### config.mk
export PLATFORM = sky130hd
export DESIGN_NAME = collision_probe
export DESIGN_NICKNAME = d
export VERILOG_FILES = /design/src/rtl/collision_probe.sv
export SDC_FILE = /design/constraint.sdc
export NUM_CORES = 1
export LEC_CHECK = 0
export BUFFER_PORTS_ARGS = -buffer_cell sky130_fd_sc_hd__buf_2
export CORE_AREA = 2 2 148 78
export DETAILED_ROUTE_END_ITERATION = 12
export DIE_AREA = 0 0 150 80
export HOLD_SLACK_MARGIN = 0.15
export PLACE_DENSITY = 0.47
export SLEW_MARGIN = 40
export SYNTH_ARGS = -nofsm -noshare
export SYNTH_HDL_FRONTEND = slang
export SYNTH_SLANG_ARGS = --single-unit
### constraint.sdc
create_clock -name clock -period 5.5 [get_ports clock]
set_input_delay 0.825 -clock clock [delete_from_list [all_inputs] [get_ports clock]]
set_output_delay 0.825 -clock clock [all_outputs]
set_load 0.005 [all_outputs]
### src/rtl/collision_probe.sv
`default_nettype none
// ============================================================================
//  Module   : collision_probe
//  Purpose  : Once per frame tick, probe the tile map around the character
//             and publish four per-direction blocked flags together.
//             Map reads go through an external 1-cycle-latency read port.
//  Options  : COLLISION_MID_PROBE_EN adds two mid-height side probes.
//  Revision : 1.0  initial release
// ============================================================================
module collision_probe #(
    parameter int CHAR_W   = 8,
    parameter int CHAR_H   = 16,
    parameter int MAP_COLS = 20,
    parameter int MAP_ROWS = 15
) (
    input  logic       clock,
    input  logic       resetn,
    input  logic       start,
    input  logic [7:0] x_position,
    input  logic [7:0] y_position,
    output logic [8:0] tile_addr,
    input  logic       tile_data,
    output logic       left_blocked,
    output logic       right_blocked,
    output logic       up_blocked,
    output logic       down_blocked,
    output logic       busy,
    output logic       done
);

`ifdef COLLISION_MID_PROBE_EN
    localparam int NUM_PROBES = 10;
    localparam logic [8:0] H_HALF = 9'(CHAR_H / 2);
`else
    localparam int NUM_PROBES = 8;
`endif
    localparam logic [3:0] LAST_PROBE = 4'(NUM_PROBES - 1);

    localparam logic [1:0] S_IDLE   = 2'd0;
    localparam logic [1:0] S_ISSUE  = 2'd1;
    localparam logic [1:0] S_DRAIN  = 2'd2;
    localparam logic [1:0] S_UPDATE = 2'd3;

    localparam logic [1:0] DIR_UP    = 2'd0;
    localparam logic [1:0] DIR_DOWN  = 2'd1;
    localparam logic [1:0] DIR_LEFT  = 2'd2;
    localparam logic [1:0] DIR_RIGHT = 2'd3;

    // Probe offsets in 9-bit two's complement; NEG1 is -1.
    localparam logic [8:0] NEG1   = 9'h1FF;
    localparam logic [8:0] W_M1   = 9'(CHAR_W - 1);
    localparam logic [8:0] W_P    = 9'(CHAR_W);
    localparam logic [8:0] H_M1   = 9'(CHAR_H - 1);
    localparam logic [8:0] H_P    = 9'(CHAR_H);
    localparam logic [8:0] X_LIM  = 9'(MAP_COLS * 8);
    localparam logic [8:0] Y_LIM  = 9'(MAP_ROWS * 8);
    localparam logic [8:0] COLS_C = 9'(MAP_COLS);

    logic [1:0] state_q, state_d;
    logic [7:0] xr_q, yr_q;
    logic [3:0] idx_q;
    logic       pipe_valid_q, pipe_oor_q, pipe_sub_q;
    logic [1:0] pipe_dir_q;
    logic [3:0] acc_q;
    logic [3:0] flags_q;
    logic       done_q, busy_q;

    logic [1:0] probe_dir;
    logic [8:0] dx, dy, px, py;
    logic       y_above, y_below, x_out, oor, sub;
    logic [4:0] row, col;
    logic [8:0] row_base, map_addr;
    logic       result;

    // Probe table: direction tag and pixel offset for the current probe index.
    always_comb begin
        probe_dir = DIR_UP;
        dx        = '0;
        dy        = '0;
        case (idx_q)
            4'd0: begin probe_dir = DIR_UP;    dx = '0;   dy = NEG1; end
            4'd1: begin probe_dir = DIR_UP;    dx = W_M1; dy = NEG1; end
            4'd2: begin probe_dir = DIR_DOWN;  dx = '0;   dy = H_P;  end
            4'd3: begin probe_dir = DIR_DOWN;  dx = W_M1; dy = H_P;  end
            4'd4: begin probe_dir = DIR_LEFT;  dx = NEG1; dy = '0;   end
            4'd5: begin probe_dir = DIR_LEFT;  dx = NEG1; dy = H_M1; end
            4'd6: begin probe_dir = DIR_RIGHT; dx = W_P;  dy = '0;   end
            4'd7: begin probe_dir = DIR_RIGHT; dx = W_P;  dy = H_M1; end
`ifdef COLLISION_MID_PROBE_EN
            4'd8: begin probe_dir = DIR_LEFT;  dx = NEG1; dy = H_HALF; end
            4'd9: begin probe_dir = DIR_RIGHT; dx = W_P;  dy = H_HALF; end
`endif
            default: ;
        endcase
    end

    // Probe coordinate, range classification and map address (shift-add multiply).
    always_comb begin
        px      = {1'b0, xr_q} + dx;
        py      = {1'b0, yr_q} + dy;
        y_above = py[8];
        y_below = !py[8] && (py >= Y_LIM);
        x_out   = px[8] || (px >= X_LIM);
        oor     = y_above || y_below || x_out;
        // Vertical rule wins: above the map is open, everything else off-map is solid.
        sub     = !y_above;
        row     = py[7:3];
        col     = px[7:3];
        row_base = '0;
        for (int b = 0; b < 9; b++) begin
            if (COLS_C[b]) begin
                row_base = row_base + ({4'b0, row} << b);
            end
        end
        map_addr = row_base + {4'b0, col};
    end

    // Result of the probe issued last cycle: real map bit or the substitute.
    always_comb begin
        result = pipe_oor_q ? pipe_sub_q : tile_data;
    end

    // FSM state register.
    always_ff @(posedge clock or negedge resetn) begin
        if (!resetn) begin
            state_q <= S_IDLE;
        end else begin
            state_q <= state_d;
        end
    end

    // FSM next-state logic.
    always_comb begin
        state_d = state_q;
        case (state_q)
            S_IDLE:   if (start) state_d = S_ISSUE;
            S_ISSUE:  if (idx_q == LAST_PROBE) state_d = S_DRAIN;
            S_DRAIN:  state_d = S_UPDATE;
            S_UPDATE: state_d = S_IDLE;
            default:  state_d = S_IDLE;
        endcase
    end

    // FSM outputs: only in-range probes present a real address.
    always_comb begin
        tile_addr = '0;
        if (state_q == S_ISSUE && !oor) begin
            tile_addr = map_addr;
        end
    end

    // Datapath: latch position, step probes, pipeline tags, accumulate, publish.
    always_ff @(posedge clock or negedge resetn) begin
        if (!resetn) begin
            xr_q         <= '0;
            yr_q         <= '0;
            idx_q        <= '0;
            pipe_valid_q <= 1'b0;
            pipe_oor_q   <= 1'b0;
            pipe_sub_q   <= 1'b0;
            pipe_dir_q   <= '0;
            acc_q        <= '0;
            flags_q      <= '0;
            done_q       <= 1'b0;
            busy_q       <= 1'b0;
        end else begin
            pipe_valid_q <= (state_q == S_ISSUE);
            pipe_oor_q   <= oor;
            pipe_sub_q   <= sub;
            pipe_dir_q   <= probe_dir;
            done_q       <= (state_q == S_UPDATE);

            if (state_q == S_IDLE) begin
                busy_q <= start;
                if (start) begin
                    xr_q  <= x_position;
                    yr_q  <= y_position;
                    idx_q <= '0;
                    acc_q <= '0;
                end
            end else begin
                busy_q <= 1'b1;
                if (state_q == S_ISSUE) begin
                    idx_q <= idx_q + 4'd1;
                end
                if (pipe_valid_q) begin
                    acc_q[pipe_dir_q] <= acc_q[pipe_dir_q] | result;
                end
                if (state_q == S_UPDATE) begin
                    flags_q <= acc_q;
                end
            end
        end
    end

    assign up_blocked    = flags_q[DIR_UP];
    assign down_blocked  = flags_q[DIR_DOWN];
    assign left_blocked  = flags_q[DIR_LEFT];
    assign right_blocked = flags_q[DIR_RIGHT];
    assign busy          = busy_q;
    assign done          = done_q;

endmodule
`default_nettype wire

Word-level counts from Yosys, hierarchy flattened

Cells that the tools add are included.

Word-level logic and storage cells: 77
Register bits after elaboration: 37
Input port bits: 20

Multiplexer cells: 19
Reduce and logical (&&, ||, !) cells: 23
Equality and inequality tests: 12
Add/sub/neg operators: 5
Bitwise operators: 2
Order comparisons: 4

Operator list:

| cell                  | count |
|---|---|
| $pmux W9 S3           | 2 |
| $mux W4               | 5 |
| $add A8 B9 Y9         | 2 |
| $eq A4 B3 Y1 const B  | 4 |
| $reduce_or A2 Y1      | 6 |
| $reduce_and A2 Y1     | 5 |
| $add A7 B9 Y9         | 1 |
| $add A9 B5 Y9         | 1 |
| $ge A9 B7 Y1 const B  | 1 |
| $ge A9 B8 Y1 const B  | 1 |
| $mux W9               | 1 |
| $eq A4 B2 Y1 const B  | 2 |
| $pmux W2 S4           | 1 |
| $pmux W2 S3           | 1 |
| $add A4 B1 Y4 const B | 1 |
| $bwmux W4             | 1 |
| $eq A2 B2 Y1 const B  | 2 |
| $eq A4 B1 Y1 const B  | 1 |
| $logic_not A4 Y1      | 1 |
| $mux W1               | 4 |
| $mux W2               | 2 |
| $ne A2 B2 Y1 const B  | 2 |
| $reduce_bool A2 Y1    | 2 |
| $logic_and A1 B1 Y1   | 3 |
| other kinds (10)      | 13 |

Longest topological paths before layout

Depth after elaboration: 11
Depth in mapped cells: 22

Worst setup path after synthesis

No wires, ideal clock.

Path kind: reg-to-output
Start point: register idx_q[0]
End point: output tile_addr[8]
Stages on the path, launching flop included: 20
Arrival time: 4.323 ns
Slack: 0.352 ns
Data required time: 4.675 ns
Path buffers: 0
Path through: dfrtp_1 inv_1 ha_1 nor2_2 o21ai_0 ha_1 a211oi_1 o21bai_1 mux2i_1 xnor2_1 ha_1 xnor2_1 inv_1 ha_1 a21o_1 a21oi_1 o21bai_1 maj3_1 mux2_2 nor2_1

Cells in the longest elaborated chain, start to end: 11
Elaborated cells between the ends (all ways): 30
Those cells by class: add/sub (4); order compare (2); eq/ne (7); mux (3); reduce/logical (14)

Ends and longest elaborated chain:

| element                                                | line | source |
|---|---|---|
| start, declared                                        | 61   | `logic [3:0] idx_q;` |
| start signal, assigned                                 | 184  | `idx_q <= idx_q + 4'd1;` |
| branches (longest 10 deep; another with $add A8 B9 Y9) | -    |  |
| $mux W9 *                                              | 147  | `if (state_q == S_ISSUE && !oor) begin` |
| end, declared                                          | 21   | `output logic [8:0] tile_addr,` |

Every way passes the cells marked *.

Final worst setup path

Ends and elaborated chain as after synthesis.

==> impl_metrics.yaml <==
worst_setup_path:
  required_ns: 4.68
  cp_common_cell: "ha_1"
  cp-start-kind: "register"
  worstSetupEndpointType: "output pin"
  cpPeakStageDelay_ns: 0.42
  crit_fanout: 5
  worstPathCellList: "inv_1 -> ha_2 -> nor2_4 -> nor3_4 -> nor2_4 -> inv_2 -> ha_1 -> inv_1 -> fa_1 -> nor2b_2 -> o31a_4 -> o21a_1 -> o31a_4 -> ha_1 -> ha_1 -> a21oi_2 -> o21bai_1 -> maj3_1 -> mux2_2 -> nor2_1 -> buf_2"
  slowest_stage: "dfrtp_2"
  path_class: "reg -> out"
  cp.arrival_ns: 4.48
logic_synthesis:
  synth_edf_count: 0
  yosys_most_used_dff: "dfrtp_1"
  ys_seq_elements: 37
  ys_warn_count: 0
  syn_area_mm2: 0.00261
  synth_area_per_cell_um2: 10.5
  synthCells: 248
  async_flop_share: 1.00
  yosysSeqAreaShare: 0.355
  synth_nets: 299
  ys_types: 53
cells_and_area:
  regArea_um2: 927
  drive_above_1_share: 0.385
  post-route-util: 0.316
  nets: 354
  design_area_mm2: 0.00337
  syn2layout_area_growth_pct: 29.0
  diodes: 0
  multi_input_area_mm2: 0.00169
  fillers: 1118
place:
  place.gp.congestion: 0.732
  dp_hpwl_um: 4750
  placed_area_mm2: 0.00300
  io_buffers: 34
grt:
  grt_max_degree: 38
  grt_pass1_vias: 1906
  grt_pass1_wl_um: 9910
  overflow: 0
  antenna_found_initial: 0
  track_usage: 0.109
sta:
  holdWs_ns: 0.496
  fin_skew_ns: 0.00221
  tightest_slew_ns: 0.499
  period_needed_ns: 5.31
  drv_slew: 0
  fin_crit_sh: 0.965
  hold_violations: 0
  fmaxAchievable_ghz: 0.188
  finalSetupViolations: 0
  max-slew-margin-rel: 0.667
clocking:
  numCtsBuffers: 5
  path_clk_slew_ns: 0.06
  holdBufCountCts: 0
  cts-root-buf: "clkbuf_16"
  htreeDepth: 2
  clk_latency_ns: 0.29
  clock_path_buffers: 2
  cts_sinks: 37
  cts_tree: "yes"
floorplanning:
  fp.dieH_um: 80
  io_pins: 35
  dieWidth_um: 150
  core_area_mm2: 0.0107
  rows: 27
  fp.dieArea_mm2: 0.0120
  initial_core_util: 0.245
min_path:
  hp-class: "in -> async"
routing:
  vias_per_cell: 4.38
  dr.pass1.iters: 4
  drt_iter0_markers: 90
  vias: 1966
  ant_nets: 0
  drt-total-wl_um: 6080
  wire_per_inst_um: 13.5
  drc: 0
run:
  cap_viol_max_count: 0
outcome:
  status: "completed"
==> state kept, by name, summed over array words and instances, names as in the netlist <==
register and cells:
acc_q 4, busy 1, done 1, flags_q 4, idx_q 4, pipe_dir_q 2, pipe_oor_q 1, pipe_sub_q 1
pipe_valid_q 1, state_q 2, xr_q 8, yr_q 8
==> layout by cell type, fill, tap and decap left out, types with 3 or more instances in the layout <==
cell	instances
o21ai_2	3
dfrtp_1	36
o21ai_0	5
xnor2_1	6
mux2_2	19
ha_1	23
o21bai_1	3
a21o_1	6
buf_4	21
fa_1	3
buf_2	33
ha_2	3
xnor2_2	3
nor2_1	23
inv_1	17
nor3_1	3
clkbuf_16	5
xor2_1	4
nand2_1	12
o21a_1	4
a21oi_2	3
a21oi_1	5
mux2i_1	7
==> worst max-delay path: cells and delay by family, from the launching register on <==
family,cells,cell delay (ns)
AOI/OAI and AO/OA,5,1.04
adders and majority gates,6,1.59
buffers and inverters,4,0.34
DFF,1,0.42
muxes,1,0.26
and+or+nand+nor,5,0.53
==> routing by layer <==
layer  routed length [µm]  global-route usage  up-vias
li1                     -                   -      982
met1                 3430               0.172      936
met2                 2270               0.139       40
met3                  332              0.0366        8
met4                   44              0.0217        0
met5                    0                   0        -
==> what timing repair did <==
action | 4_1_cts | 5_1_grt
resized for setup | 11 | 19
buffers inserted | 3 | 7
setup endpoints to repair | 2 | 2
pin swaps | 2 | 9
==> kinds of logic after synthesis <==
family / count (synthesis) / share of synthesized area
compound gates: 50 / 0.143
xor+xnor: 14 / 0.0561
fa+ha+maj: 32 / 0.161
buf+inv: 25 / 0.0417
flops: 37 / 0.355
mux: 28 / 0.121
simple gates: 62 / 0.123
==> area by class of cell <==
cell class,instances,share of cell area
inverter,19,0.0212
tap,145,0.0538
timing repair buffer,54,0.0958
sequential,37,0.275
clock buffer,6,0.0412
clock inverter,2,0.0111
multi-input combinational,186,0.502
==> cell usage after synthesis, types with 3 or more instances <==
| master | number | area share |
|---|---|---|
| a21oi_1 | 8 | 0.015 |
| o21bai_1 | 3 | 0.0086 |
| ha_1 | 28 | 0.13 |
| mux2i_1 | 8 | 0.031 |
| clkbuf_1 | 3 | 0.0043 |
| xor2_1 | 4 | 0.013 |
| a211oi_1 | 3 | 0.0086 |
| o21a_1 | 4 | 0.012 |
| nor2_1 | 26 | 0.037 |
| nand2_1 | 12 | 0.017 |
| dfrtp_1 | 37 | 0.35 |
| a21o_1 | 6 | 0.017 |
| o21ai_0 | 8 | 0.015 |
| fa_1 | 3 | 0.023 |
| nor3_1 | 4 | 0.0077 |
| xnor2_1 | 8 | 0.027 |
| inv_1 | 19 | 0.027 |
| mux2_2 | 19 | 0.082 |
==> metrics by stage <==
step	TNS, ns	cells	setup WS [ns]
floorplan	0	248	0.352
global placement	0	431	0.163
detailed placement	0	431	0.0127
CTS	0	442	0.0250
global route	-0.00404	449	-0.00404
finish	0	449	0.192
==> path summary, 6_finish.rpt <==
kind                                        start                endpoint  slack (ns)  depth (start not counted)
setup / recovery             idx_q[0]$_DFFE_PN0P_            tile_addr[8]        0.19                         21
hold reg to reg            flags_q[3]$_DFFE_PN0P_  flags_q[3]$_DFFE_PN0P_        0.50                          1
max in group asynchronous                  resetn    idx_q[0]$_DFFE_PN0P_        4.62                          1
min in group clock         flags_q[3]$_DFFE_PN0P_  flags_q[3]$_DFFE_PN0P_        0.50                          1
setup reg to reg             idx_q[0]$_DFFE_PN0P_    pipe_oor_q$_DFF_PN0_        2.29                         16
hold / removal                             resetn     yr_q[2]$_DFFE_PN0P_        0.50                          1
Power is left out: the tool's default activity adds up to more than one toggle a clock period on the data nets, which glitch-free logic cannot reach.
